==> src/rtl/afsk_delay_mult_disc.sv <==
// ---------------------------------------------------------------------------
// afsk_delay_mult_disc
//   Delay-and-multiply FSK discriminator. Multiplies the current sample x[n]
//   by the delayed sample x[n-D], then low-pass filters the product with a
//   WINDOW-sample moving sum kept in a circular buffer. Emits the filtered
//   value and a hard mark/space decision.
//
//   Pipeline: stage 1 registers the product; stage 2 updates the moving sum
//   and the outputs. Result appears two enabled clocks after the sample.
//
//   Handshake: a sample is accepted on every rising edge where
//   clken_i & dvalid_i is high (no backpressure). dvalid_o is a one-cycle
//   strobe that must be qualified with clken_i downstream; it only rises
//   once the window is full.
//
//   Optional feature macro: AFSK_HYST_EN -- when defined, bit_o uses a
//   +/-HYST hysteresis band instead of the plain sign of the sum.
//
// Ports:
//   clk        system clock, rising edge
//   rst_n_i    asynchronous active-low reset
//   clken_i    clock enable, all registers hold when low
//   dvalid_i   input sample strobe
//   data_i     x[n], signed WIDTH bits
//   delayed_i  x[n-D], signed WIDTH bits
//   sum_o      moving sum of last WINDOW products, signed ACC_W bits
//   bit_o      hard decision, 1 = mark (non-negative)
//   dvalid_o   output update strobe with full window
//   primed_o   sticky: window has been filled since reset
// ---------------------------------------------------------------------------
module afsk_delay_mult_disc #(
  parameter int WIDTH  = 12,
  parameter int WINDOW = 8,
  parameter int HYST   = 0,
  localparam int PROD_W = 2 * WIDTH,
  localparam int ACC_W  = PROD_W + $clog2(WINDOW)
) (
  input  logic             clk,
  input  logic             rst_n_i,
  input  logic             clken_i,
  input  logic             dvalid_i,
  input  logic [WIDTH-1:0] data_i,
  input  logic [WIDTH-1:0] delayed_i,
  output logic [ACC_W-1:0] sum_o,
  output logic             bit_o,
  output logic             dvalid_o,
  output logic             primed_o
);

  localparam int PTR_W = (WINDOW > 1) ? $clog2(WINDOW) : 1;
  // Wide enough to hold WINDOW+1 so the fill+1 compare never wraps.
  localparam int CNT_W = $clog2(WINDOW + 2);
  localparam logic [PTR_W-1:0] PTR_LAST = PTR_W'(WINDOW - 1);
  localparam logic [CNT_W-1:0] CNT_FULL = CNT_W'(WINDOW);
  localparam logic [CNT_W-1:0] CNT_ONE  = CNT_W'(1);

  if (WINDOW < 2) begin : g_bad_window
    $error("afsk_delay_mult_disc: WINDOW must be >= 2");
  end
  if (HYST < 0) begin : g_bad_hyst
    $error("afsk_delay_mult_disc: HYST must be non-negative");
  end

`ifdef AFSK_HYST_EN
  localparam logic signed [ACC_W-1:0] HYST_P = ACC_W'(HYST);
  localparam logic signed [ACC_W-1:0] HYST_N = -HYST_P;
`endif

  logic        [PROD_W-1:0] prod_q, prod_d;
  logic                     p_vld_q, p_vld_d;
  logic        [PROD_W-1:0] win_q [WINDOW];
  logic        [PROD_W-1:0] win_d [WINDOW];
  logic        [PTR_W-1:0]  wptr_q, wptr_d;
  logic        [CNT_W-1:0]  fill_q, fill_d;
  logic signed [ACC_W-1:0]  acc_q, acc_d;
  logic                     bit_q, bit_d;
  logic                     dvalid_q, dvalid_d;
  logic                     primed_q, primed_d;

  // Sign-extended operands: the low PROD_W bits of their unsigned product
  // equal the full signed product.
  logic [PROD_W-1:0] data_ext, dly_ext;
  logic [ACC_W-1:0]  new_ext, old_ext;
  logic [CNT_W-1:0]  fill_inc;
  logic              full_now;

  always_comb begin
    data_ext = {{WIDTH{data_i[WIDTH-1]}}, data_i};
    dly_ext  = {{WIDTH{delayed_i[WIDTH-1]}}, delayed_i};
    new_ext  = {{(ACC_W-PROD_W){prod_q[PROD_W-1]}}, prod_q};
    old_ext  = {{(ACC_W-PROD_W){win_q[wptr_q][PROD_W-1]}}, win_q[wptr_q]};
    fill_inc = fill_q + CNT_ONE;
    full_now = (fill_inc >= CNT_FULL);

    prod_d   = prod_q;
    p_vld_d  = p_vld_q;
    win_d    = win_q;
    wptr_d   = wptr_q;
    fill_d   = fill_q;
    acc_d    = acc_q;
    bit_d    = bit_q;
    dvalid_d = dvalid_q;
    primed_d = primed_q;

    if (clken_i) begin
      // Stage 1: register the product of an accepted sample.
      p_vld_d  = dvalid_i;
      if (dvalid_i) begin
        prod_d = data_ext * dly_ext;
      end
      dvalid_d = 1'b0;

      // Stage 2: the slot being overwritten holds the oldest product
      // (zero until the buffer has filled once), so subtract it now.
      if (p_vld_q) begin
        acc_d         = acc_q + $signed(new_ext) - $signed(old_ext);
        win_d[wptr_q] = prod_q;
        wptr_d        = (wptr_q == PTR_LAST) ? '0 : wptr_q + PTR_W'(1);
        fill_d        = (fill_q == CNT_FULL) ? fill_q : fill_inc;
        dvalid_d      = full_now;
        primed_d      = primed_q | full_now;
`ifdef AFSK_HYST_EN
        if (acc_d > HYST_P) begin
          bit_d = 1'b1;
        end else if (acc_d < HYST_N) begin
          bit_d = 1'b0;
        end
`else
        bit_d = ~acc_d[ACC_W-1];
`endif
      end
    end
  end

  always_ff @(posedge clk or negedge rst_n_i) begin
    if (!rst_n_i) begin
      prod_q   <= '0;
      p_vld_q  <= 1'b0;
      for (int i = 0; i < WINDOW; i++) begin
        win_q[i] <= '0;
      end
      wptr_q   <= '0;
      fill_q   <= '0;
      acc_q    <= '0;
      bit_q    <= 1'b0;
      dvalid_q <= 1'b0;
      primed_q <= 1'b0;
    end else begin
      prod_q   <= prod_d;
      p_vld_q  <= p_vld_d;
      win_q    <= win_d;
      wptr_q   <= wptr_d;
      fill_q   <= fill_d;
      acc_q    <= acc_d;
      bit_q    <= bit_d;
      dvalid_q <= dvalid_d;
      primed_q <= primed_d;
    end
  end

  assign sum_o    = acc_q;
  assign bit_o    = bit_q;
  assign dvalid_o = dvalid_q;
  assign primed_o = primed_q;

endmodule

==> config.mk <==
export PLATFORM = sky130hd
export DESIGN_NAME = afsk_delay_mult_disc
export DESIGN_NICKNAME = d
export VERILOG_FILES = /design/src/rtl/afsk_delay_mult_disc.sv
export SDC_FILE = /design/constraint.sdc
export NUM_CORES = 1
export LEC_CHECK = 0
export CAP_MARGIN = 40
export CORE_AREA = 2 2 194 196
export DETAILED_ROUTE_END_ITERATION = 6
export DIE_AREA = 0 0 196 198
export DONT_BUFFER_PORTS = 1
export MAX_ROUTING_LAYER = met4
export SYNTH_ARGS = -nofsm -noshare
export SYNTH_HDL_FRONTEND = slang
export SYNTH_SLANG_ARGS = --single-unit
==> constraint.sdc <==
create_clock -name clk -period 12.8 [get_ports clk]
set_input_delay 0 -clock clk [delete_from_list [all_inputs] [get_ports clk]]
set_output_delay 0 -clock clk [all_outputs]
set_load 0.01 [all_outputs]
==> key figures, run 1 <==
Die
  – Width of the die: around 200 um
  – Floorplan Core Area: about 37000 um^2
  – Initial Util: 0.489
  – Die Footprint: ~39000 um^2
  – Number of core rows: just over 70
  – Vertical extent of the die: about 200 um
  – Top Ports: 58

Clock tree
  – Latest clock arrival within the worst-skew pair: between 0.5 and 0.6 ns
  – Library cell used as clock root buffer: sky130_fd_sc_hd__clkbuf_16
  – Clock buffers created by TritonCTS: 26
  – H-tree depth: 1
  – CTS tree: built
  – Number of buffers inserted to repair setup after CTS: 0
  – Sink count of the clock tree: roughly 250
  – CTS resizes: 0
  – Clock tree buffer depth: 3
  – Count of hold buffers inserted by post-cts repair: 11
  – Clock-pin slew on the worst setup and hold paths: 0.06 ns

GRT
  – All-layer global routing usage: 0.232
  – Global-route wire length before repair: approximately 70 mm
  – Initial antenna violation count: 0
  – Vias in the first global route: approximately 13000
  – Pin count of the biggest net entering global routing: between 200 and 300
  – Total gr overflow: 0

Final layout
  – Finished Layout Cells: between 2000 and 2500
  – Share of layout cells above drive strength 1: 0.0979
  – P&R area growth vs syn: 7.99%
  – Number of nets in the final layout: ~2100
  – Share of the core filled with cells in the final layout: 0.528
  – Antenna Cells: 0

Drt
  – Detailed-route DRC error count: 0
  – Count of nets left with antenna violations after detail routing: 0
  – Final wirelength: 42.0 mm
  – Avg Vias per Cell: approximately 5.5
  – Iteration count of the initial detailed-routing pass: 5
  – Via count of the routed design: around 13000
  – Drt initial violations: approximately 770
  – Detail-routed net length per standard cell: approximately 18 um

Min path
  – Startpoint of the most critical hold path: clken_i
  – Worst min path class: primary input to flip-flop
  – Cell depth of the worst min-delay path: 4
  – Destination of the worst hold path: wptr_q[1]

Logic synthesis
  – Per-instance average area after synthesis: approximately 10 um^2
  – Share of flip-flops with an asynchronous set or reset after synthesis: 1.00
  – Cells after synthesis: ~1900
  – Commonest register cell after synthesis: sky130_fd_sc_hd__dfrtp_1
  – Number of enable-type register cells in the synthesized netlist: 0
  – Post-Synthesis Net Count: 2128
  – Top area cells in the synthesized netlist: sky130_fd_sc_hd__dfrtp_1 (35%), sky130_fd_sc_hd__fa_1 (18%), sky130_fd_sc_hd__inv_1 (6.2%)
  – Yosys synthesis warning count: 0
  – Sequential area share after synthesis: 0.352
  – Top cell type by total area after synthesis: sky130_fd_sc_hd__dfrtp_1
  – Synthesized flop and latch total: between 200 and 300
  – Share of Yosys cell area claimed by the top area cell type: 0.352
  – Most frequent cell after synthesis: sky130_fd_sc_hd__inv_1
  – Synth cell count leaders: sky130_fd_sc_hd__inv_1 (297), sky130_fd_sc_hd__dfrtp_1 (254), sky130_fd_sc_hd__nand2_1 (254)
  – Cell area after synthesis: ~18000 um^2
  – Post-synthesis cell type count: 64

Setup path
  – Category of cells accounting for the largest share of critical-path delay: simple AND/OR/NAND/NOR gates
  – Worst reg2reg path depth: 13
  – Required time at the worst-slack endpoint: 13.26 ns
  – CP max FO: 24
  – Register-to-register path setup slack: between 8 and 9 ns
  – Worst setup SP type: flip-flop
  – CP arrival: around 5 ns
  – Maximum single-stage delay on the critical path: 0.63 ns
  – Worst r2r src: wptr_q[0]
  – Sort of element at the end of the critical path: flip-flop
  – Number of buffers and inverters on the critical path: 1
  – Crit-path most repeated cell: sky130_fd_sc_hd__fa_1
  – Critical path, cell by cell: and3b_1, buf_4, a22oi_1, nand4_1, fa_1, fa_1, nor2b_4, o31a_1, o41a_1, o211ai_1, and4bb_1, or4_1, nand3_1
  – Crit Reg-Reg Endpoint: bit_o
  – Slowest cell on the critical path: sky130_fd_sc_hd__dfrtp_1
  – Path type of the worst setup path: flip-flop to flip-flop

Timing
  – Setup repair after global routing missed its margin: false
  – Setup TNS Final: 0 ns
  – Min cycle time layout: roughly 4.6 ns
  – Actual transition at the worst max-transition pin: 0.855 ns
  – Worst slew margin relative to its limit: 0.430
  – Final count of hold timing violations: 0
  – Fmax: 219 MHz
  – Final setup violation count: 0
  – Crit share post-route: 0.356
  – Clock skew: about 0.013 ns
  – Number of max-slew violations in the final report: 0

Placement
  – Count of buffers inserted at the top-level ports: 0
  – Detailed placement HPWL: between 20 and 30 mm
  – Number of cells after detailed placement: between 2000 and 2500
  – Final weighted congestion in routability-driven placement: 0.912

Run status
  – Result of the run: completed

Flow run
  – Max-cap viol count: 0
[worst min-delay path: stages]
cell and delay (ns):
sky130_fd_sc_hd__nand2_2 0.03, sky130_fd_sc_hd__buf_4 0.28, sky130_fd_sc_hd__nand2_1 0.13, sky130_fd_sc_hd__nand2_1 0.05
[layer usage]
metal	global-route usage	vias up	part of all wire
li1	-	6013	-
met1	0.316	6294	0.47
met2	0.374	268	0.47
met3	0.0365	49	0.053
met4	0.0410	0	0.015
met5	-	-	0
[state kept, by name, summed over array words and instances (netlist names)]
register,flops
fill_q,4
sum_o,27
wptr_q,3
dvalid_o,1
prod_q,24
bit_o,1
primed_o,1
win_q,192
p_vld_q,1
[placed cells by master (no fill, tap or decap), drive strengths merged, types with 5 or more instances in the layout]
cell type / synthesis / layout
nor3: 17 / 17
o21a: 9 / 9
o31ai: 13 / 13
or3: 10 / 10
a21o: 14 / 14
o211ai: 5 / 5
and3: 7 / 7
mux2i: 5 / 5
mux2: 97 / 97
nand2: 254 / 254
nand4: 25 / 25
a22oi: 92 / 92
clkinv: 1 / 8
nor3b: 8 / 8
buf: 10 / 20
a211oi: 6 / 6
xor2: 10 / 10
nor2: 36 / 36
nand3: 24 / 24
nand2b: 10 / 10
inv: 297 / 297
fa: 164 / 164
dlygate4sd3: 0 / 10
dfrtp: 254 / 254
ha: 82 / 82
a21oi: 32 / 32
and2: 55 / 55
xnor2: 21 / 21
o21ai: 153 / 153
clkbuf: 83 / 35
[stage by stage]
stage	area, um^2	hold WS [ns]	setup slack, ns
2_1_floorplan	18100	-0.296	8.08
3_3_place_gp	18500	-0.289	7.87
3_5_place_dp	18500	-0.289	7.86
4_1_cts	19500	0.0170	8.22
5_1_grt	19500	0.0402	8.00
6_report	19500	0.00768	8.24
[kinds of logic after synthesis]
kind of cell / share of synthesized area
simple gates: 0.120
flops: 0.352
compound gates: 0.127
fa+ha+maj: 0.238
buf+inv: 0.0821
xor+xnor: 0.0150
mux: 0.0657
[layout make-up]
class	instances	area, um^2
Clock buffer	35	756
Clock inverter	13	133
Fill cell	3356	17400
Inverter	298	1120
Multi-Input combinational cell	1209	10300
Sequential cell	254	6360
Tap cell	474	593
Timing Repair Buffer	30	298
[worst max path at each step]
stage	start	end	cells after the start
2_1_floorplan	delayed_i[3]	prod_q[21]	18
3_3_place_gp	delayed_i[11]	prod_q[23]	17
3_5_place_dp	delayed_i[11]	prod_q[23]	17
4_1_cts	wptr_q[0]	bit_o	13
5_1_grt	wptr_q[2]	sum_o[16]	14
6_report	wptr_q[0]	bit_o	13
Power of run 1 is left out: the tool's default activity adds up to more than one toggle a clock period on the data nets, which glitch-free logic cannot reach.
==> run 2, diff against run 1 <==
Settings changed: ABC_AREA set to 1, CORE_AREA 2 2 194 196 to 2 2 198 200, DIE_AREA 0 0 196 198 to 0 0 200 202.
Clock period 12.8 ns to 4.2 ns, I/O delays scaled along.
==> key figures, run 2 <==
Clock tree
  – H-tree depth: 1 (unchanged)
  – Clock-pin slew on the worst setup and hold paths: 0.07 ns (about the same)
  – Count of hold buffers inserted by post-cts repair: 9 (-2)
  – Clock buffers created by TritonCTS: 27 (+3.8%)
  – CTS tree: built
  – Latest clock arrival within the worst-skew pair: 0.55 ns (+0.02 ns)
  – Clock tree buffer depth: 3 (unchanged)
  – Sink count of the clock tree: 254 (unchanged)
  – Number of buffers inserted to repair setup after CTS: 0 (unchanged)
  – Library cell used as clock root buffer: sky130_fd_sc_hd__clkbuf_16

GRT
  – Met2 track demand over resource in global routing: 0.453 (+0.0784)
  – Total gr overflow: 0 (unchanged)
  – Met1 layer usage reported by global route: 0.351 (+0.0345)
  – Pin count of the biggest net entering global routing: 255 (unchanged)
  – All-layer global routing usage: 0.270 (+0.0381)
  – Initial antenna violation count: 1 (+1)
  – Fraction of met3 tracks used by global routing: 0.0269 (-0.00959)
  – Vias in the first global route: 15800 (+22%)
  – Global-route wire length before repair: 83.7 mm (+20%)
  – Global-route layer with the greatest usage: met2

Setup path
  – Required time at the worst-slack endpoint: 4.62 ns (-8.64 ns)
  – Worst reg2reg path depth: 22 (+9)
  – Slowest cell on the critical path: sky130_fd_sc_hd__dfrtp_1
  – CP arrival: 4.36 ns (-0.66 ns)
  – CP max FO: 11 (-54%)
  – Maximum single-stage delay on the critical path: 0.47 ns (-0.16 ns)
  – Worst r2r src: wptr_q[2]
  – Number of buffers and inverters on the critical path: 6 (+5)
  – Path type of the worst setup path: flip-flop to flip-flop
  – Crit Reg-Reg Endpoint: sum_o[24]
  – Sort of element at the end of the critical path: flip-flop
  – Crit-path most repeated cell: sky130_fd_sc_hd__nand2_1
  – Critical path, cell by cell: inv_2, nor2_4, nand2_1, inv_2, buf_4, a221oi_1, nand4_1, ha_1, inv_1, ha_1, inv_1, fa_1, inv_1, nand3_1, nand3_1, nand2_1, nand2_1, nand2_1, nand3_1, nand2_1, nand3_1, nand2_1
  – Register-to-register path setup slack: 0.26 ns (-7.98 ns)
  – Category of cells accounting for the largest share of critical-path delay: simple AND/OR/NAND/NOR gates
  – Worst setup SP type: flip-flop

Die
  – Floorplan Core Area: 38300 um^2 (+3.6%)
  – Initial Util: 0.495 (+0.00577)
  – Die Footprint: 40400 um^2 (+4.1%)
  – Vertical extent of the die: 202 um (+2.0%)
  – Number of core rows: 72 (+1.4%)
  – Width of the die: 200 um (+2.0%)
  – Top Ports: 58 (unchanged)

Final layout
  – Number of flip-flops in the largest register: 192 (unchanged)
  – Largest register by flop count: win_q
  – Highest-count cells in the layout ignoring fill and taps: sky130_fd_sc_hd__nand2_1 (712), sky130_fd_sc_hd__inv_1 (453), sky130_fd_sc_hd__dfrtp_1 (252)
  – Number of nets in the final layout: 2713 (+30%)
  – Post-route cell area: 20900 um^2 (+7.1%)
  – Finished Layout Cells: 2977 (+29%)
  – Share of layout cells above drive strength 1: 0.0744 (-0.0235)
  – Most common cell after layout, fill and taps aside: sky130_fd_sc_hd__nand2_1
  – Antenna Cells: 0 (unchanged)
  – Total of fill cells in the finished design: 3690 (+10%)
  – P&R area growth vs syn: 10.4%

Min path
  – Worst min path class: primary input to asynchronous set/reset pin

Logic synthesis
  – Cell area after synthesis: 19000 um^2 (+4.8%)
  – Yosys synthesis warning count: 0 (unchanged)
  – Share of flip-flops with an asynchronous set or reset after synthesis: 1.00 (unchanged)
  – Cells after synthesis: 2393 (+29%)
  – Most frequent cell after synthesis: sky130_fd_sc_hd__nand2_1
  – Synth cell count leaders: sky130_fd_sc_hd__nand2_1 (713), sky130_fd_sc_hd__inv_1 (453), sky130_fd_sc_hd__dfrtp_1 (254)
  – Post-Synthesis Net Count: 2667 (+25%)
  – Synthesized flop and latch total: 254 (unchanged)
  – Commonest register cell after synthesis: sky130_fd_sc_hd__dfrtp_1
  – Post-synthesis cell type count: 42 (-34%)
  – Share of Yosys cell area claimed by the top area cell type: 0.335 (-0.0162)
  – Top area cells in the synthesized netlist: sky130_fd_sc_hd__dfrtp_1 (34%), sky130_fd_sc_hd__fa_1 (17%), sky130_fd_sc_hd__nand2_1 (14%)
  – Sequential area share after synthesis: 0.335 (-0.0162)
  – Number of enable-type register cells in the synthesized netlist: 0 (unchanged)
  – Top cell type by total area after synthesis: sky130_fd_sc_hd__dfrtp_1
  – Per-instance average area after synthesis: 7.92 um^2 (-19%)

Timing
  – Clock skew: 0.0254 ns (+0.0123 ns)
  – Worst slew margin relative to its limit: 0.511 (+0.0811)
  – Final count of hold timing violations: 254 (+254)
  – PnR worst setup slack: 0.261 ns (-7.98 ns)
  – Actual transition at the worst max-transition pin: 0.726 ns (-0.129 ns)
  – Number of max-slew violations in the final report: 0 (unchanged)
  – Crit share post-route: 0.938 (+0.582)
  – Setup repair after global routing missed its margin: false
  – Min cycle time layout: 3.94 ns (-0.617 ns)
  – Fmax: 254 MHz (+16%)
  – Final setup violation count: 0 (unchanged)
  – Final hold slack: -0.857 ns (-0.865 ns)

Drt
  – Avg Vias per Cell: 5.18 (-5.1%)
  – Detailed-route DRC error count: 0 (unchanged)
  – Detail-routed net length per standard cell: 17.0 um (-6.7%)
  – Drt initial violations: 906 (+18%)
  – Final wirelength: 50.5 mm (+20%)
  – Count of nets left with antenna violations after detail routing: 0 (unchanged)
  – Iteration count of the initial detailed-routing pass: 7 (+2)
  – Via count of the routed design: 15400 (+22%)

Run status
  – Result of the run: complete, but fails checks
  – Failing checks: hold timing

Placement
  – Detailed placement HPWL: 37.9 mm (+28%)
  – Final weighted congestion in routability-driven placement: 0.959 (+5.1%)
  – Count of buffers inserted at the top-level ports: 0 (unchanged)
  – Number of cells after detailed placement: 2919 (+30%)
  – Placed Area: 19900 um^2 (+7.8%)
  – Post-placement setup slack: -0.110 ns (-7.97 ns)

Flow run
  – Max-cap viol count: 0 (unchanged)
==> run 2: changes by cell type in the layout (fill, tap and decap cells not counted), moves of 14 or more <==
cell,delta
sky130_fd_sc_hd__inv_1,+156
sky130_fd_sc_hd__o21ai_0,+55
sky130_fd_sc_hd__a221oi_1,+14
sky130_fd_sc_hd__a21oi_1,+25
sky130_fd_sc_hd__buf_4,+79
sky130_fd_sc_hd__a22oi_1,-72
sky130_fd_sc_hd__and2_1,-51
sky130_fd_sc_hd__o21ai_1,+45
sky130_fd_sc_hd__nand2_1,+459
sky130_fd_sc_hd__mux2_2,-97
sky130_fd_sc_hd__nand3_1,+54
sky130_fd_sc_hd__nor2_1,+42
==> run 2: layout make-up <==
type                            instances  area (um^2)  share of cell area
Multi-Input combinational cell       1577        10400               0.497
Sequential cell                       254         6360               0.304
Inverter                              472         1780              0.0850
Timing Repair Buffer                  107          851              0.0407
Clock buffer                           39          801              0.0383
Tap cell                              518          648              0.0310
Clock inverter                         10         90.1             0.00431
==> run 2: cells by family (layout without fill, tap and decap cells) <==
kind of cell,count (synthesis),count (layout),synth area share
AOI/OAI and AO/OA,380,380,0.112
xor gates and xnor gates,19,19,0.00878
adders and majority gates,246,246,0.227
buffers and inverters,562,628,0.118
DFF,254,254,0.335
and+or+nand+nor,932,932,0.198
==> run 2: worst max-delay path by stage <==
stage / slack [ns] / cells after the start / startpoint / end
4_1_cts: 0.21 / 20 / wptr_q[0] / sum_o[19]
5_1_grt: 0.003 / 22 / wptr_q[2] / sum_o[24]
3_3_place_gp: -0.07 / 19 / delayed_i[3] / prod_q[13]
3_5_place_dp: -0.11 / 19 / delayed_i[3] / prod_q[13]
6_report: 0.26 / 22 / wptr_q[2] / sum_o[24]
2_1_floorplan: -0.07 / 18 / data_i[6] / prod_q[13]
==> run 2: stage by stage <==
| step | utilization | setup TNS (ns) |
|---|---|---|
| floorplan | - | -0.0741 |
| global placement | 0.520 | -0.322 |
| detailed placement | 0.520 | -0.538 |
| CTS | 0.546 | 0 |
| global route | 0.546 | 0 |
| finish | 0.546 | 0 |
==> run 2: timing repair <==
item	in CTS	in global routing
setup endpoints to repair	0	11
endpoints found under the hold margin	281	254
resized for setup	0	5
==> run 2: worst reg2reg max path: cells and delay by family (launching register included) <==
family                   cells  cell delay [ns]
AO/OA/AOI/OAI                1             0.36
adder cells (fa/ha/maj)      3             0.91
buffers and inverters        6             0.87
flip-flops                   1             0.47
AND/OR/NAND/NOR             12             1.24
==> run 2: per-layer routing <==
| metal | routed length, um | up-vias |
|---|---|---|
| met2 | 24400 | 421 |
| met5 | 0 | - |
| met1 | 22000 | 7416 |
| met4 | 1470 | 0 |
| li1 | - | 7484 |
| met3 | 2580 | 97 |
Power of run 2 is left out for the same reason.
==> run 3, diff against run 2 <==
Settings changed: ABC_AREA 1 to unset, CORE_AREA 2 2 198 200 to 2 2 194 196, DIE_AREA 0 0 200 202 to 0 0 196 198.
Clock period 4.2 ns to 4.3 ns, I/O delays scaled along.
==> key figures, run 3 (synthesized netlist as in run 1, its figures left out) <==
Clock tree
  – Clock buffers created by TritonCTS: 25 (-7.4%)
  – H-tree depth: 1 (unchanged)
  – CTS tree: built
  – Library cell used as clock root buffer: sky130_fd_sc_hd__clkbuf_16
  – Latest clock arrival within the worst-skew pair: 0.55 ns (about the same)
  – Sink count of the clock tree: 254 (unchanged)
  – Clock-pin slew on the worst setup and hold paths: 0.07 ns (about the same)
  – Clock tree buffer depth: 3 (unchanged)
  – Count of hold buffers inserted by post-cts repair: 9 (unchanged)

Placement
  – Count of buffers inserted at the top-level ports: 0 (unchanged)
  – Placed Area: 19200 um^2 (-3.4%)
  – Detailed placement HPWL: 32.4 mm (-15%)
  – Post-placement setup slack: -0.262 ns (-0.152 ns)
  – Final weighted congestion in routability-driven placement: 0.924 (-3.6%)

Timing
  – Clock skew: 0.0194 ns (-0.00599 ns)
  – Final hold slack: -0.861 ns (-0.00426 ns)
  – PnR worst setup slack: 0.102 ns (-0.159 ns)
  – Setup repair after global routing missed its margin: true
  – Worst slew margin relative to its limit: 0.504 (-0.00724)
  – Final setup violation count: 0 (unchanged)
  – Fmax: 238 MHz (-6.2%)
  – Actual transition at the worst max-transition pin: 0.743 ns (+0.0167 ns)
  – Number of max-slew violations in the final report: 0 (unchanged)
  – Min cycle time layout: 4.20 ns (+0.259 ns)
  – Crit share post-route: 0.976 (+0.0385)
  – Final count of hold timing violations: 254 (unchanged)

Drt
  – Iteration count of the initial detailed-routing pass: 6 (-1)
  – Detailed-route DRC error count: 0 (unchanged)
  – Count of nets left with antenna violations after detail routing: 0 (unchanged)
  – Avg Vias per Cell: 5.50 (+6.2%)
  – Drt initial violations: 740 (-18%)
  – Final wirelength: 43.9 mm (-13%)
  – Via count of the routed design: 13100 (-15%)
  – Detail-routed net length per standard cell: 18.4 um (+8.7%)

Setup path
  – Number of buffers and inverters on the critical path: 2 (-4)
  – Critical path, cell by cell: buf_4, nor3_4, buf_12, a22oi_1, nand4_1, fa_1, fa_1, nor2b_4, o31a_1, o41a_1, o211ai_1, and4bb_2, or4_1, nand3_1
  – Path type of the worst setup path: flip-flop to flip-flop
  – Worst setup SP type: flip-flop
  – Sort of element at the end of the critical path: flip-flop
  – Required time at the worst-slack endpoint: 4.77 ns (+0.15 ns)
  – Category of cells accounting for the largest share of critical-path delay: simple AND/OR/NAND/NOR gates
  – Crit-path most repeated cell: sky130_fd_sc_hd__fa_1
  – Maximum single-stage delay on the critical path: 0.50 ns (+0.03 ns)
  – CP max FO: 17 (+6)
  – Slowest cell on the critical path: sky130_fd_sc_hd__fa_1
  – CP arrival: 4.67 ns (+0.31 ns)

Final layout
  – P&R area growth vs syn: 12.4%
  – Antenna Cells: 0 (unchanged)
  – Highest-count cells in the layout ignoring fill and taps: sky130_fd_sc_hd__inv_1 (293), sky130_fd_sc_hd__nand2_1 (251), sky130_fd_sc_hd__dfrtp_1 (251)
  – Post-route cell area: 20300 um^2 (-2.9%)
  – Total of fill cells in the finished design: 3325 (-9.9%)
  – Largest register by flop count: win_q
  – Share of the core filled with cells in the final layout: 0.550 (+0.00333)
  – Most common cell after layout, fill and taps aside: sky130_fd_sc_hd__inv_1
  – Share of layout cells above drive strength 1: 0.148 (+0.0733)
  – Number of nets in the final layout: 2165 (-20%)
  – Number of flip-flops in the largest register: 192 (unchanged)

GRT
  – Total gr overflow: 0 (unchanged)
  – Vias in the first global route: 13700 (-14%)
  – All-layer global routing usage: 0.242 (-0.0287)
  – Initial antenna violation count: 0 (-1)
  – Pin count of the biggest net entering global routing: 255 (unchanged)
  – Global-route wire length before repair: 72.4 mm (-14%)

Die
  – Floorplan Core Area: 37000 um^2 (-3.5%)
  – Die Footprint: 38800 um^2 (-3.9%)
  – Initial Util: 0.489 (-0.00577)
  – Top Ports: 58 (unchanged)
  – Width of the die: 196 um (-2.0%)
  – Number of core rows: 71 (-1.4%)
  – Vertical extent of the die: 198 um (-2.0%)

Run status
  – Result of the run: complete, but fails checks
  – Failing checks: hold timing

Flow run
  – Max-cap viol count: 0 (unchanged)

Min path
  – Worst min path class: primary input to asynchronous set/reset pin
-- run 3: routing by layer --
metal,global-route usage,wire (um),vias to the layer above
met3,0.0266,1730,66
li1,-,-,6163
met5,-,0,-
met2,0.392,20800,280
met1,0.324,20300,6597
met4,0.0699,1000,0
-- run 3: final timing paths --
kind / from / end / slack [ns] / cells after the start
worst max-delay path: wptr_q[1] / bit_o / 0.10 / 14
worst min-delay path: rst_n_i / sum_o[5] / -0.86 / 0
worst max register to register: wptr_q[1] / bit_o / 0.10 / 14
worst min register to register: win_q[168] / win_q[168] / 0.48 / 2
max in group asynchronous: rst_n_i / wptr_q[2] / 4.77 / 0
min in group clk: delayed_i[1] / prod_q[2] / 0.07 / 5
-- run 3: what timing repair did --
| item | 4_1_cts | 5_1_grt |
|---|---|---|
| endpoints found under the setup margin | 1 | 8 |
| pin swaps | 0 | 10 |
| cloned | 0 | 1 |
| endpoints found under the hold margin | 280 | 254 |
| buffers inserted | 0 | 4 |
| gates resized for setup | 1 | 17 |
-- run 3: layout make-up --
| class | count | area [um^2] | share of cell area |
|---|---|---|---|
| clock buffer | 33 | 696 | 0.0342 |
| inverter | 298 | 1120 | 0.0552 |
| timing repair buffer | 103 | 902 | 0.0444 |
| clock inverter | 12 | 170 | 0.00838 |
| tap | 474 | 593 | 0.0292 |
| sequential | 254 | 6360 | 0.313 |
| multi-input combinational | 1209 | 10500 | 0.516 |
-- run 3: metrics by stage --
stage / hold WS (ns) / setup TNS (ns) / instances
2_1_floorplan: -0.296 / -0.303 / 1854
3_3_place_gp: -0.289 / -1.02 / 2322
3_5_place_dp: -0.290 / -1.31 / 2324
4_1_cts: -0.882 / 0 / 2378
5_1_grt: -0.880 / -0.179 / 2383
6_report: -0.861 / 0 / 2383
-- run 3: worst register-to-register path: stages, from the launching register on --
cell	delay [ns]
sky130_fd_sc_hd__dfrtp_2	0.46
sky130_fd_sc_hd__buf_4	0.18
sky130_fd_sc_hd__nor3_4	0.22
sky130_fd_sc_hd__buf_12	0.20
sky130_fd_sc_hd__a22oi_1	0.12
sky130_fd_sc_hd__nand4_1	0.23
sky130_fd_sc_hd__fa_1	0.50
sky130_fd_sc_hd__fa_1	0.50
sky130_fd_sc_hd__nor2b_4	0.13
sky130_fd_sc_hd__o31a_1	0.15
sky130_fd_sc_hd__o41a_1	0.28
sky130_fd_sc_hd__o211ai_1	0.23
sky130_fd_sc_hd__and4bb_2	0.35
sky130_fd_sc_hd__or4_1	0.50
sky130_fd_sc_hd__nand3_1	0.10
Power of run 3 is left out for the same reason.
